==> config.mk <==
export PLATFORM = sky130hd
export DESIGN_NAME = max7219_chain_ctrl
export DESIGN_NICKNAME = d
export VERILOG_FILES = /design/src/rtl/max7219_chain_ctrl.sv
export SDC_FILE = /design/constraint.sdc
export NUM_CORES = 1
export LEC_CHECK = 0
export BUFFER_PORTS_ARGS = -buffer_cell sky130_fd_sc_hd__buf_2
export CORE_MARGIN = 5
export CORE_UTILIZATION = 61
export CTS_BUF_LIST = sky130_fd_sc_hd__clkbuf_8
export CTS_CLUSTER_DIAMETER = 150
export CTS_CLUSTER_SIZE = 24
export DETAILED_ROUTE_END_ITERATION = 8
export HOLD_SLACK_MARGIN = 0.03
export PLACE_DENSITY_LB_ADDON = 0.1
export SYNTH_ARGS = -nofsm -noshare
export SYNTH_HDL_FRONTEND = slang
export SYNTH_SLANG_ARGS = --single-unit
==> constraint.sdc <==
create_clock -name clk -period 7.85 [get_ports clk]
set_input_delay 0.785 -clock clk [delete_from_list [all_inputs] [get_ports clk]]
set_output_delay 0.785 -clock clk [all_outputs]
set_load 0.01 [all_outputs]
==> src/rtl/max7219_chain_ctrl.sv <==
// max7219_chain_ctrl: MAX7219 daisy-chain init/row refresh controller with its own SPI mode 0 shifter
// Define MAX7219_AUTOREFRESH_EN to re-run INIT+ROWS after REFRESH_CYCLES idle cycles
module max7219_chain_ctrl #(
   parameter int N_DEV = 4,
   parameter int CLK_DIV = 4,
   parameter int REFRESH_CYCLES = 50000000
) (
   input  logic       clk,
   input  logic       reset,
   input  logic       wr_en,
   input  logic [2:0] wr_dev,
   input  logic [2:0] wr_row,
   input  logic [7:0] wr_data,
   input  logic       update,
   input  logic [3:0] intensity,
   output logic       busy,
   output logic       done,
   output logic       mosi,
   output logic       sclk,
   output logic       cs
);
   localparam int W = 16 * N_DEV;
   localparam int HW = $clog2(2 * W + 3);
   localparam int CW = CLK_DIV > 1 ? $clog2(CLK_DIV) : 1;
   localparam int DW = N_DEV > 1 ? $clog2(N_DEV) : 1;
   localparam logic [HW-1:0] H_TAIL = HW'(2 * W + 2);
   typedef enum logic [1:0] {S_IDLE, S_INIT, S_ROWS, S_INTF} state_t;
   state_t state, state_n, seq_n;
   logic [HW-1:0] h;
   logic [CW-1:0] dcnt;
   logic [2:0] fidx;
   logic [W-1:0] sr, word;
   logic [7:0] fb [N_DEV][8];
   logic [3:0] int_sent;
   logic [15:0] init_w;
   logic upd_pend, hend, bit_hi, latch, frame_end, last_frame, seq_end, int_diff, idle_hit, refresh;
   // h counts half-periods: 0..1 cs-high gap, 2..2W+1 data bits, 2W+2 trailing low phase
   assign hend = dcnt == CW'(CLK_DIV - 1);
   assign bit_hi = state != S_IDLE && h[0] && h > HW'(2) && h < H_TAIL;
   assign latch = state != S_IDLE && h == HW'(1) && hend;
   assign frame_end = state != S_IDLE && h == H_TAIL && hend;
   assign last_frame = state == S_INTF || (state == S_INIT && fidx == 3'd4) || (state == S_ROWS && fidx == 3'd7);
   assign seq_end = frame_end && last_frame;
   assign int_diff = intensity != int_sent;
   assign init_w = fidx == 3'd0 ? 16'h0C01 : fidx == 3'd1 ? 16'h0900 : fidx == 3'd2 ? {12'h0A0, intensity} :
                   fidx == 3'd3 ? 16'h0B07 : 16'h0F00;
   assign refresh = REFRESH_CYCLES > 0 && idle_hit;
`ifdef MAX7219_AUTOREFRESH_EN
   logic [31:0] idle_cnt;
   always_ff @(posedge clk)
      idle_cnt <= (!reset || state != S_IDLE || update || int_diff) ? '0 : idle_cnt + 32'd1;
   assign idle_hit = idle_cnt == 32'(REFRESH_CYCLES - 1);
`else
   assign idle_hit = 1'b0;
`endif
   always_ff @(posedge clk) begin
      if (!reset) begin
         state <= S_INIT;
         h <= '0;
         dcnt <= '0;
         fidx <= '0;
         sr <= '0;
         int_sent <= '0;
         upd_pend <= 1'b0;
         done <= 1'b0;
         for (int d = 0; d < N_DEV; d++)
            for (int r = 0; r < 8; r++)
               fb[d][r] <= '0;
      end else begin
         state <= state_n;
         done <= state != S_IDLE && state_n == S_IDLE;
         dcnt <= (state == S_IDLE || hend) ? '0 : dcnt + 1'b1;
         h <= (state == S_IDLE || frame_end) ? '0 : hend ? h + 1'b1 : h;
         fidx <= (state == S_IDLE || seq_end) ? '0 : frame_end ? fidx + 3'd1 : fidx;
         upd_pend <= (state_n == S_ROWS && (state == S_IDLE || seq_end)) ? 1'b0 : upd_pend || update;
         sr <= latch ? word : (bit_hi && hend) ? sr << 1 : sr;
         if (latch && (state == S_INTF || (state == S_INIT && fidx == 3'd2)))
            int_sent <= intensity;
         if (wr_en && 4'(wr_dev) < 4'(N_DEV))
            fb[wr_dev[DW-1:0]][wr_row] <= wr_data;
      end
   end
   // intensity outranks a pending row push; INIT is always followed by ROWS
   always_comb begin
      seq_n = int_diff ? S_INTF : (upd_pend || update) ? S_ROWS : refresh ? S_INIT : S_IDLE;
      state_n = state == S_IDLE ? seq_n : !seq_end ? state : state == S_INIT ? S_ROWS : seq_n;
   end
   always_comb begin
      word = '0;
      for (int d = 0; d < N_DEV; d++)
         word[16*d +: 16] = state == S_ROWS ? {8'(fidx) + 8'd1, fb[d][fidx]} :
                            state == S_INTF ? {12'h0A0, intensity} : init_w;
   end
   always_comb begin
      busy = state != S_IDLE;
      cs = !(busy && h > HW'(1));
      sclk = bit_hi;
      mosi = !cs && sr[W-1];
   end
endmodule

## Yosys cells after proc, flatten, opt, wreduce, memory -nomap -nowiden

Memories as Yosys holds them, arrays and structs flattened.
Index checks and enable logic that the tools add are counted.

| storage, ports and cells | value |
|---|---|
| logic and storage cells | 110 |
| bits in registers | 85 |
| bits in writable memories | 256 |
| input bits | 22 |
| memories | 1 |

Memories:

| memory | depth | width | rd ports | clocked after Yosys merged registers in | write ports | line | source |
|---|---|---|---|---|---|---|---|
| fb | 4 | 64 | 4 | 0 | 4 | 33 | `logic [7:0] fb [N_DEV][8];` |

| operators by class | value |
|---|---|
| reductions and logical operators | 37 |
| bitwise operators | 3 |
| magnitude comparators | 7 |
| mux-type cells | 37 |
| equality and inequality tests | 13 |
| add/subtract/negate cells | 4 |

Operators with widths:

| operator | count |
|---|---|
| 64-bit 2-to-1 mux | 5 |
| 8-bit binary-select mux with 3-bit select | 4 |
| 8-bit 2-to-1 mux | 9 |
| 64-bit OR reduction | 1 |
| 11-bit 2-to-1 mux | 5 |
| 16-bit 2-to-1 mux | 3 |
| 8-bit demux with 3-bit select | 1 |
| 1-bit logical AND | 19 |
| 12-bit 2-to-1 mux | 1 |
| 2-bit 2-to-1 mux | 6 |
| 8-bit by 1-bit adder with 8-bit output (second input constant) | 1 |
| 2-bit equality test (second input constant) | 4 |
| 8-bit by 1-bit equality test with 1-bit output (second input constant) | 1 |
| 8-bit equality test (second input constant) | 1 |
| 4-bit >= comparator (second input constant) | 2 |
| 8-bit by 1-bit > comparator with 1-bit output (second input constant) | 1 |
| 8-bit by 2-bit > comparator with 1-bit output (second input constant) | 1 |
| 8-bit less-than comparator (second input constant) | 1 |
| 3-bit NOT with 4-bit output | 2 |
| 2-bit OR reduction | 4 |
| 1-bit logical OR | 7 |
| 3-bit by 2-bit equality test with 1-bit output (second input constant) | 2 |
| 3-bit equality test (second input constant) | 2 |
| 3-bit by 1-bit adder with 4-bit output (second input constant) | 1 |
| other kinds (13) | 17 |

## Longest topological paths before layout

Gate-level depths: netlist of the first run.

| depth | value |
|---|---|
| depth after elaboration | 10 |
| gate-level depth with buffers | 11 |
| mapped depth without buffers | 7 |

## Worst setup path before layout of the first run

OpenSTA, ideal clock, no wires.

| path | value |
|---|---|
| path kind | reg2reg |
| from | register fidx[0] |
| to | register sr[18] |
| data arrival time | 2.944 ns |
| buffers on the path | 4 |
| path slack | 4.846 ns |
| data required time | 7.790 ns |
| cell stages (with the launch flop) | 12 |
| library setup time | 0.060 ns |
| cell sequence | dfxtp_1 -> buf_2 -> buf_2 -> buf_2 -> clkbuf_1 -> inv_1 -> ha_1 -> or3_1 -> a211oi_1 -> and4b_1 -> nand2_1 -> a32o_1 |

| on the way | value |
|---|---|
| cells in the longest elaborated chain, start to end | 8 |

Ends and longest elaborated chain:

| element | line | source |
|---|---|---|
| start: declaration | 31 | `logic [2:0] fidx;` |
| start signal: assignment | 74 | `fidx <= (state == S_IDLE \|\| seq_end) ? '0 : frame_end ? fidx + 3'd1 : fidx;` |
| 3-bit by 2-bit equality test with 1-bit output | 46 | `fidx == 3'd3 ? 16'h0B07 : 16'h0F00;` |
| 11-bit 2-to-1 mux | 46 |  |
| 11-bit 2-to-1 mux (3 in series) | 45 | `assign init_w = fidx == 3'd0 ? 16'h0C01 : fidx == 3'd1 ? 16'h0900 : fidx == 3'd2 ? {12'h0A0, intensity} :` |
| 11-bit 2-to-1 mux | 92 | `state == S_INTF ? {12'h0A0, intensity} : init_w;` |
| 16-bit 2-to-1 mux (*) | 91 | `word[16*d +: 16] = state == S_ROWS ? {8'(fidx) + 8'd1, fb[d][fidx]} :` |
| 64-bit 2-to-1 mux (*) | 76 | `sr <= latch ? word : (bit_hi && hend) ? sr << 1 : sr;` |
| end signal: assignment | 76 |  |
| end: declaration | 32 | `logic [W-1:0] sr, word;` |

Mark *: on every way between the ends. The rest lies on a longest branch, timed or not. The select of a mux whose other input is x is not followed.
A chain may end at the register's enable or synchronous reset.

==> out/qor.txt, run 1 <==
Final ANT Viol Nets -> 0
Net Count, Synth -> 1265
Clock Tree Root -> clkbuf_8
Area taken by flip-flops and latches -> 9397 um^2
Drc violations -> 0
Routability-driven placement congestion ratio -> 0.8283
Share of cells above drive strength 1 -> 10.26%
CP max-delay cell -> o21ai_0
CP endpoint kind -> register
Final hold violations -> 0
Top-area cell type share of the netlist area -> 49.07%
Hold_buf cts -> 0
FP Rows -> 58
Via count -> 9456
Setup TNS -> 0 ps
Reg2reg end -> sr[2]
CP Launch Point -> reset
Async S/R FF share, synth -> 0%
Critical path peak fanout -> 68
Post-Synthesis Cells -> 1232
Sequential power share -> 69.5%
Critical Path Max Stage Delay -> 960 ps
Minimum clock period -> 3380 ps
Post-synth cell types -> 60
RSZ-0062 raised after global routing -> false
Final period util -> 43.06%
Worst-path clk slew -> 140 ps
Reg2reg setup slack -> 4870 ps
Num CTS Buffers -> 18
Wirelength per Cell -> 22.93 um
H-tree level count -> 1
Endpoints failing setup -> 0
Post-synth EDFFs -> 256
Grt ovf -> 0
Fin Clk Skew -> 29.10 ps
Core area -> 25250 um^2
GRT Overall Usage -> 24.67%
Die Y -> 170.3 um
First-pass GRT wire length -> 54630 um
Synth top area cells -> edfxtp_1 49%, dfxtp_1 11%, and2_1 10%, mux4_2 7.0%, mux2i_1 4.0%
Pwr Density -> 180.5 nW/um^2
Max-slew headroom -> 15.95%
Count leader, synth -> and2_1
Die X -> 170.3 um
HP Class -> register to register
Max IR drop VDD -> 0.0001721 V
Post-detail-place hpwl -> 22670 um
WL final -> 35290 um
Initial antenna violation count -> 0
Crit path kind -> input pin to register
Final Core Density -> 64.18%
Least-Margin Pin Slew -> 1247 ps
Maxcap violations -> 0
Mapped Area -> 15670 um^2
Pwr Total -> 2.926 mW
CP arrival -> 3580 ps
Leakage -> 5.549 nW
Io pins -> 27
Switching power -> 0.6500 mW
Fin. max-slew vios -> 0
Vias in the first global route -> 9319
Status -> complete, no violations
Filler Cells Inserted -> 1914
Worst EP required -> 8050 ps
Syn_area_per_cell -> 12.72 um^2
Most common library cells after synthesis -> 259 x and2_1, 256 x edfxtp_1, 93 x nand2_1, 85 x dfxtp_1, 63 x mux2i_1
Startpoint Class -> input pin
Most used flip-flop cell after synthesis -> edfxtp_1
Maximum root-to-sink buffer count -> 3
DR iter-0 viols -> 1236
Largest net degree at the start of global routing -> 69
Clock power frac -> 25.9%
Gates resized, CTS repair -> 0
Critical path capture point -> fb[0][42]
CTS tree -> yes
Number of setup buffers added after CTS -> 0
Synthesis-stage register bit count -> 341
Clock sinks -> 341
Yosys warning total -> 0
Antenna diode count -> 0
Clk_lat worst skew -> 560 ps
Design internal power -> 2.276 mW
Comb pwr share -> 4.7%
Sequential fraction of the synthesis area -> 59.94%
Yosys top cell by area -> edfxtp_1
Layout Area Growth over Synthesis -> 3.466%
Die area -> 28990 um^2
Net Sw Frac -> 22.22%
Worst path cell trace -> buf_2 -> buf_4 -> nor4bb_1 -> nand2_1 -> o21ai_0
Multi-input gate area -> 5852 um^2
R2R Path Start -> fidx[1]
Initial core utilization -> 62.03%
Via density -> 6.144
Layout Nets -> 1237
FF-to-FF path depth -> 5
Fmax -> 0.2958 GHz
DR pass1 iterations -> 6
Buffers on Ports -> 26
area by class of cell:
type,instances,area share (%)
Clock buffer,19,1.613
Clock inverter,6,0.2393
Inverter,9,0.2084
Multi-Input combinational cell,797,36.10
Sequential cell,341,57.97
Tap cell,330,2.547
Timing Repair Buffer,37,1.312
state kept, by name, indices dropped and copies added, names as in the netlist:
signal,count
sr,64
fidx,3
fb,256
state,2
upd_pend,1
dcnt,2
h,8
int_sent,4
done,1
worst max-delay path, delay by kind of cell:
kind | cells | cell delay (ps)
compound gates | 1 | 960
buf+inv | 2 | 620
simple gates | 2 | 1140
metal layers:
metal  track usage, %  vias to the layer above  wire [um]
met5                0                        -          0
met3            3.391                       58       2265
li1                 -                     4394          -
met1            35.12                     4681      14960
met4            6.840                        0       1073
met2            40.46                      323      17000
metrics by stage:
step | setup WS (ps) | instances | hold slack, ps | cell area (um^2)
detailed placement | 3940 | 1514 | 423.2 | 15910
CTS | 4556 | 1539 | 443.3 | 16210
global route | 4262 | 1539 | 452.6 | 16210
global placement | 4178 | 1514 | 411.0 | 15910
floorplan | 4846 | 1232 | 402.7 | 15670
finish | 4470 | 1539 | 439.1 | 16210
worst min-delay path by stage:
stage                        from       to  depth (start not counted)
after CTS                 dcnt[0]  dcnt[0]                          1
after detailed placement  dcnt[0]  dcnt[0]                          1
after global placement    dcnt[0]  dcnt[0]                          1
after global routing      dcnt[0]  dcnt[0]                          1
final                     dcnt[0]  dcnt[0]                          1
after floorplan           dcnt[0]  dcnt[0]                          1
cells by family after synthesis:
group | share of synthesized area [%]
adders and majority gates | 0.8786
buffers and inverters | 2.708
muxes | 11.07
AOI/OAI and AO/OA | 8.267
and+or+nand+nor | 16.47
xor gates and xnor gates | 0.6709
DFF | 59.94
cell usage in the layout (no fill, tap or decap), types with 4 or more instances in the layout:
master / instances
a21boi_0: 4
inv_1: 13
o21ai_0: 58
xor2_1: 7
a21o_1: 9
dfxtp_1: 83
a21oi_1: 30
nor2_1: 58
a221oi_1: 12
xnor2_1: 5
a22oi_1: 11
nor2b_1: 9
nand2_1: 93
ha_1: 11
and2_1: 259
a32o_1: 7
nand3_1: 6
nand2b_1: 9
mux4_2: 49
nand4_1: 4
mux2i_1: 63
o211ai_1: 12
o21a_1: 8
clkbuf_8: 19
o22ai_1: 18
buf_2: 26
edfxtp_1: 256
a31oi_1: 14
buf_4: 11
power by group through the flow:
stage | sequential, mW | clock, mW | combinational [mW]
global route | 2.04 | 0.835 | 0.148
detailed placement | 2.07 | 0 | 0.138
global placement | 2.07 | 0 | 0.135
CTS | 2.03 | 0.774 | 0.138
finish | 2.03 | 0.756 | 0.137
floorplan | 2.06 | 0 | 0.0870
(Power assumes the default switching activity.)
==> inputs of run 2 (changes only) <==
--- a/config.mk
+++ b/config.mk
@@ -7,7 +7,7 @@
 export LEC_CHECK = 0
 export BUFFER_PORTS_ARGS = -buffer_cell sky130_fd_sc_hd__buf_2
 export CORE_MARGIN = 5
-export CORE_UTILIZATION = 61
+export CORE_UTILIZATION = 59
 export CTS_BUF_LIST = sky130_fd_sc_hd__clkbuf_8
 export CTS_CLUSTER_DIAMETER = 150
 export CTS_CLUSTER_SIZE = 24
==> constraint.sdc (replaced) <==
create_clock -name clk -period 2.9 [get_ports clk]
set_input_delay 0.29 -clock clk [delete_from_list [all_inputs] [get_ports clk]]
set_output_delay 0.29 -clock clk [all_outputs]
set_load 0.01 [all_outputs]
==> out/qor.txt, run 2 (synthesis results as in run 1) <==
Status -> complete, no violations
Pwr Total -> 7.965 mW (+170%)
Biggest regs -> fb (256), sr (64), h (8)
Least-Margin Pin Slew -> 847.2 ps (-400.3 ps)
Largest net degree at the start of global routing -> 67 (-2.9%)
Initial antenna violation count -> 0 (unchanged)
HP Class -> input pin to register
Final Core Density -> 63.81% (-0.37 points)
First-pass GRT wire length -> 54930 um (+0.55%)
Layout Nets -> 1286 (+4.0%)
Startpoint Class -> register
Post-placement setup slack -> 378.3 ps (-3562 ps)
Die Y -> 172.9 um (+1.6%)
Final instance area -> 16680 um^2 (+2.9%)
Via density -> 5.998 (-2.4%)
Die area -> 29910 um^2 (+3.2%)
Die X -> 172.9 um (+1.6%)
Commonest non-fill, non-tap cell in the layout -> and2_1
DR iter-0 viols -> 950 (-23%)
RSZ-0062 raised after global routing -> false
Initial core utilization -> 59.94% (-2.1 points)
Clock sinks -> 341 (unchanged)
Setup TNS -> 0 ps (unchanged)
Wirelength per Cell -> 21.74 um (-5.2%)
Gates resized, CTS repair -> 0 (unchanged)
Final period util -> 90.26%
Post-detail-place hpwl -> 23430 um (+3.4%)
Io pins -> 27 (unchanged)
Commonest non-fill, non-tap cells in the layout -> 259 x and2_1, 256 x edfxtp_1, 93 x nand2_1
Minimum clock period -> 2618 ps
Crit path kind -> register to output port
Fin Clk Skew -> 49.45 ps (+20.36 ps)
Filler Cells Inserted -> 1984 (+3.7%)
Leakage -> 5.837 nW (+5.2%)
Post-Place Cell Area -> 16310 um^2 (+2.6%)
GRT Overall Usage -> 23.30% (-1.4 points)
Final hold violations -> 0 (unchanged)
Largest Register -> fb
Core area -> 26130 um^2 (+3.5%)
CP arrival -> 2330 ps (-1250 ps)
FP Rows -> 59 (+1.7%)
Via count -> 9596 (+1.5%)
Maxcap violations -> 0 (unchanged)
Antenna diode count -> 0 (unchanged)
CP endpoint kind -> output port
Fin cells -> 1600 (+4.0%)
Grt ovf -> 0 (unchanged)
Critical path peak fanout -> 6 (-91%)
Layout Area Growth over Synthesis -> 6.454%
H-tree level count -> 1 (unchanged)
Worst EP required -> 2610 ps (-5440 ps)
Buffers on Ports -> 26 (unchanged)
Pwr Density -> 477.6 nW/um^2 (+160%)
Clock Tree Root -> clkbuf_8
Fin. max-slew vios -> 0 (unchanged)
Maximum root-to-sink buffer count -> 3 (unchanged)
Endpoints failing setup -> 0 (unchanged)
Setup ws final -> 282.4 ps (-4187 ps)
Num CTS Buffers -> 18 (unchanged)
Worst-path clk slew -> 160 ps (+20 ps)
Fmax -> 0.3820 GHz
Max IR drop VDD -> 0.0003775 V (+120%)
Max reg flops -> 256 (unchanged)
DR pass1 iterations -> 6 (unchanged)
Placed insts -> 1564 (+3.3%)
Hold WS -> 132.4 ps (-306.8 ps)
Final ANT Viol Nets -> 0 (unchanged)
Max-slew headroom -> 43.41% (+27 points)
CTS tree -> yes
WL final -> 34790 um (-1.4%)
Clk_lat worst skew -> 590 ps (+30 ps)
Routability-driven placement congestion ratio -> 0.8309 (+0.31%)
Share of cells above drive strength 1 -> 13.36% (+3.1 points)
Vias in the first global route -> 9481 (+1.7%)
Drc violations -> 0 (unchanged)
-- run 2: cell types whose count changed in the layout (fill, tap and decap cells not counted) --
| cell | delta |
|---|---|
| inv_1 | +7 |
| inv_6 | +1 |
| dlygate4sd3_1 | +4 |
| clkbuf_8 | -1 |
| buf_12 | +5 |
| buf_4 | +40 |
-- run 2: layout make-up --
cell class                 instances  area (um^2)  area share [%]
clock buffer                      18        247.7           1.486
clock inverter                    14        73.82          0.4427
inverter                           9        33.78          0.2026
multi-input combinational        797         5852           35.09
sequential                       341         9397           56.35
tap                              335        419.2           2.514
timing repair buffer              86        653.1           3.917
-- run 2: final timing paths --
kind	startpoint	endpoint	slack (ps)	cells after the start
setup / recovery	h[2]	mosi	280	5
hold reg to reg	dcnt[0]	dcnt[0]	440	1
setup reg to reg	h[2]	sr[10]	350	5
hold / removal	update	upd_pend	130	3
-- run 2: repair_timing --
| action | 4_1_cts | 5_1_grt |
|---|---|---|
| hold endpoints to repair | 4 | 0 |
| hold buffers | 4 | 0 |
| buffers inserted | 0 | 0 |
-- run 2: metal layers --
metal | global-route usage, % | wire length (um) | part of all wire [%] | vias to the layer above
li1 | - | - | - | 4512
met1 | 33.32 | 15260 | 44 | 4751
met2 | 37.87 | 16520 | 48 | 280
met3 | 4.061 | 2142 | 6.2 | 53
met4 | 5.520 | 863 | 2.5 | 0
met5 | 0 | 0 | 0 | -
-- run 2: critical path: stages, from the launching register on --
cell and delay [ps]:
dfxtp_1 390, or3_4 440, or2_2 320, o31ai_1 400
nor2_1 70, buf_2 150
-- run 2: where the power goes --
part / total (mW) / internal (mW) / switching (mW) / leakage, nW
combinational: 0.414 / 0.144 / 0.270 / 2.51
clock: 2.08 / 0.617 / 1.46 / 0.208
sequential: 5.48 / 5.42 / 0.0562 / 3.12
==> inputs of run 3 (changes only) <==
--- a/config.mk
+++ b/config.mk
@@ -6,6 +6,7 @@
 export NUM_CORES = 1
 export LEC_CHECK = 0
 export BUFFER_PORTS_ARGS = -buffer_cell sky130_fd_sc_hd__buf_2
+export CAP_MARGIN = 15
 export CORE_MARGIN = 5
 export CORE_UTILIZATION = 59
 export CTS_BUF_LIST = sky130_fd_sc_hd__clkbuf_8
==> constraint.sdc (replaced) <==
create_clock -name clk -period 2.9 [get_ports clk]
set_input_delay 0.145 -clock clk [delete_from_list [all_inputs] [get_ports clk]]
set_output_delay 0.145 -clock clk [all_outputs]
set_load 0.01 [all_outputs]
==> out/qor.txt, run 3 (synthesis results as in run 1) <==
Largest Register -> fb
Via density -> 5.974 (-0.38%)
CP endpoint kind -> register
Io pins -> 27 (unchanged)
Drc violations -> 0 (unchanged)
Status -> complete, no violations
Net Sw Frac -> 22.43% (+0.038 points)
Die area -> 29910 um^2 (unchanged)
Buffers on Ports -> 26 (unchanged)
Routability-driven placement congestion ratio -> 0.8265 (-0.53%)
GRT Overall Usage -> 22.95% (-0.35 points)
Final period util -> 86.00% (-4.3 points)
Worst EP required -> 3350 ps (+740 ps)
Startpoint Class -> register
Clk_lat worst skew -> 570 ps (-20 ps)
Layout Nets -> 1291 (+0.39%)
Comb pwr share -> 5.1% (about the same)
Minimum clock period -> 2494 ps (-123.5 ps)
CP arrival -> 2940 ps (+610 ps)
H-tree level count -> 1 (unchanged)
Critical path peak fanout -> 10 (+4)
Maxcap violations -> 0 (unchanged)
Max reg flops -> 256 (unchanged)
CTS tree -> yes
Gates resized, CTS repair -> 0 (unchanged)
Wirelength per Cell -> 21.51 um (-1.1%)
Max IR drop VDD -> 0.0005231 V (+39%)
Clock sinks -> 341 (unchanged)
Num CTS Buffers -> 18 (unchanged)
Vias in the first global route -> 9289 (-2.0%)
Maximum root-to-sink buffer count -> 3 (unchanged)
Fmax -> 0.4010 GHz (+5.0%)
HP Class -> input pin to register
Core area -> 26130 um^2 (unchanged)
Post-detail-place hpwl -> 23090 um (-1.5%)
Largest net degree at the start of global routing -> 67 (unchanged)
Initial core utilization -> 59.94% (unchanged)
Fin Clk Skew -> 36.23 ps (-13.22 ps)
Filler Cells Inserted -> 2062 (+3.9%)
Share of cells above drive strength 1 -> 13.62% (+0.26 points)
Least-Margin Pin Slew -> 786.5 ps (-60.64 ps)
Commonest non-fill, non-tap cell in the layout -> and2_1
Initial antenna violation count -> 1 (+1)
Via count -> 9601 (+0.052%)
Setup TNS -> 0 ps (unchanged)
Worst path cell trace -> or3_4 -> or4_1 -> buf_4 -> o21ai_0 -> a31oi_1
Pwr Density -> 478.8 nW/um^2 (+0.24%)
Commonest non-fill, non-tap cells in the layout -> 259 x and2_1, 256 x edfxtp_1, 93 x nand2_1
Final ANT Viol Nets -> 0 (unchanged)
Crit path kind -> register to register
Fin. max-slew vios -> 0 (unchanged)
Endpoints failing setup -> 0 (unchanged)
DR iter-0 viols -> 931 (-2.0%)
Clock power frac -> 26.4% (+0.3 points)
Critical Path Max Stage Delay -> 760 ps (+320 ps)
Leakage -> 5.853 nW (+0.28%)
Worst-path clk slew -> 150 ps (about the same)
First-pass GRT wire length -> 54110 um (-1.5%)
Biggest regs -> fb (256), sr (64), h (8)
Grt ovf -> 0 (unchanged)
Layout Area Growth over Synthesis -> 6.613%
Number of setup buffers added after CTS -> 0 (unchanged)
DR pass1 iterations -> 7 (+1)
Die X -> 172.9 um (unchanged)
Pwr Total -> 7.996 mW (+0.39%)
CP max-delay cell -> or4_1
Clock Tree Root -> clkbuf_8
FP Rows -> 59 (unchanged)
WL final -> 34570 um (-0.64%)
Design internal power -> 6.202 mW (+0.34%)
Die Y -> 172.9 um (unchanged)
Sequential power share -> 68.5% (-0.3 points)
RSZ-0062 raised after global routing -> false
Final hold violations -> 0 (unchanged)
Switching power -> 1.794 mW (+0.56%)
Max-slew headroom -> 47.08% (+3.7 points)
Hold_buf cts -> 5 (+1)
-- run 3: final timing paths --
kind | from | end | slack (ps) | cells past startpoint
hold / removal | wr_data[4] | fb[2][44] | 230 | 2
setup reg to reg | h[2] | sr[26] | 410 | 5
hold reg to reg | dcnt[0] | dcnt[0] | 440 | 1
setup / recovery | h[2] | sr[26] | 410 | 5
-- run 3: layout make-up --
| class | count | area (um^2) | area share [%] |
|---|---|---|---|
| Sequential cell | 341 | 9397 | 56.26 |
| Multi-Input combinational cell | 797 | 5852 | 35.04 |
| Timing Repair Buffer | 91 | 668.1 | 4.001 |
| Tap cell | 335 | 419.2 | 2.510 |
| Clock buffer | 19 | 261.5 | 1.566 |
| Clock inverter | 13 | 65.06 | 0.3896 |
| Inverter | 9 | 33.78 | 0.2023 |
| Antenna cell | 2 | 5.005 | 0.02997 |
-- run 3: critical path, delay by kind of cell (launching register included) --
kind | cells | cell delay (ps)
buffers and inverters | 1 | 270
AOI/OAI and AO/OA | 2 | 490
DFF | 1 | 390
and+or+nand+nor | 2 | 1200
-- run 3: metrics by stage --
step	utilization, %	cells	cell area (um^2)	setup WS, ps	hold WS (ps)
CTS	63.89	1605	16700	336.1	220.7
detailed placement	62.45	1568	16320	430.8	420.5
floorplan	-	1232	15670	75.98	292.3
global route	63.89	1605	16700	277.7	240.4
finish	63.91	1607	16700	405.9	232.2
global placement	62.45	1568	16320	496.6	412.7
-- run 3: per-layer routing --
metal	vias up	track usage, %	part of all wire [%]
li1	4521	-	-
met1	4805	33.70	45
met2	235	37.49	48
met3	40	2.991	5.3
met4	0	4.656	1.8
met5	-	0	0
-- run 3: power by group through the flow --
stage | sequential (mW) | combinational (mW) | clock [mW]
finish | 5.47 | 0.410 | 2.11
floorplan | 5.57 | 0.236 | 0
global route | 5.49 | 0.445 | 2.34
detailed placement | 5.59 | 0.408 | 0
CTS | 5.48 | 0.414 | 2.15
global placement | 5.58 | 0.403 | 0
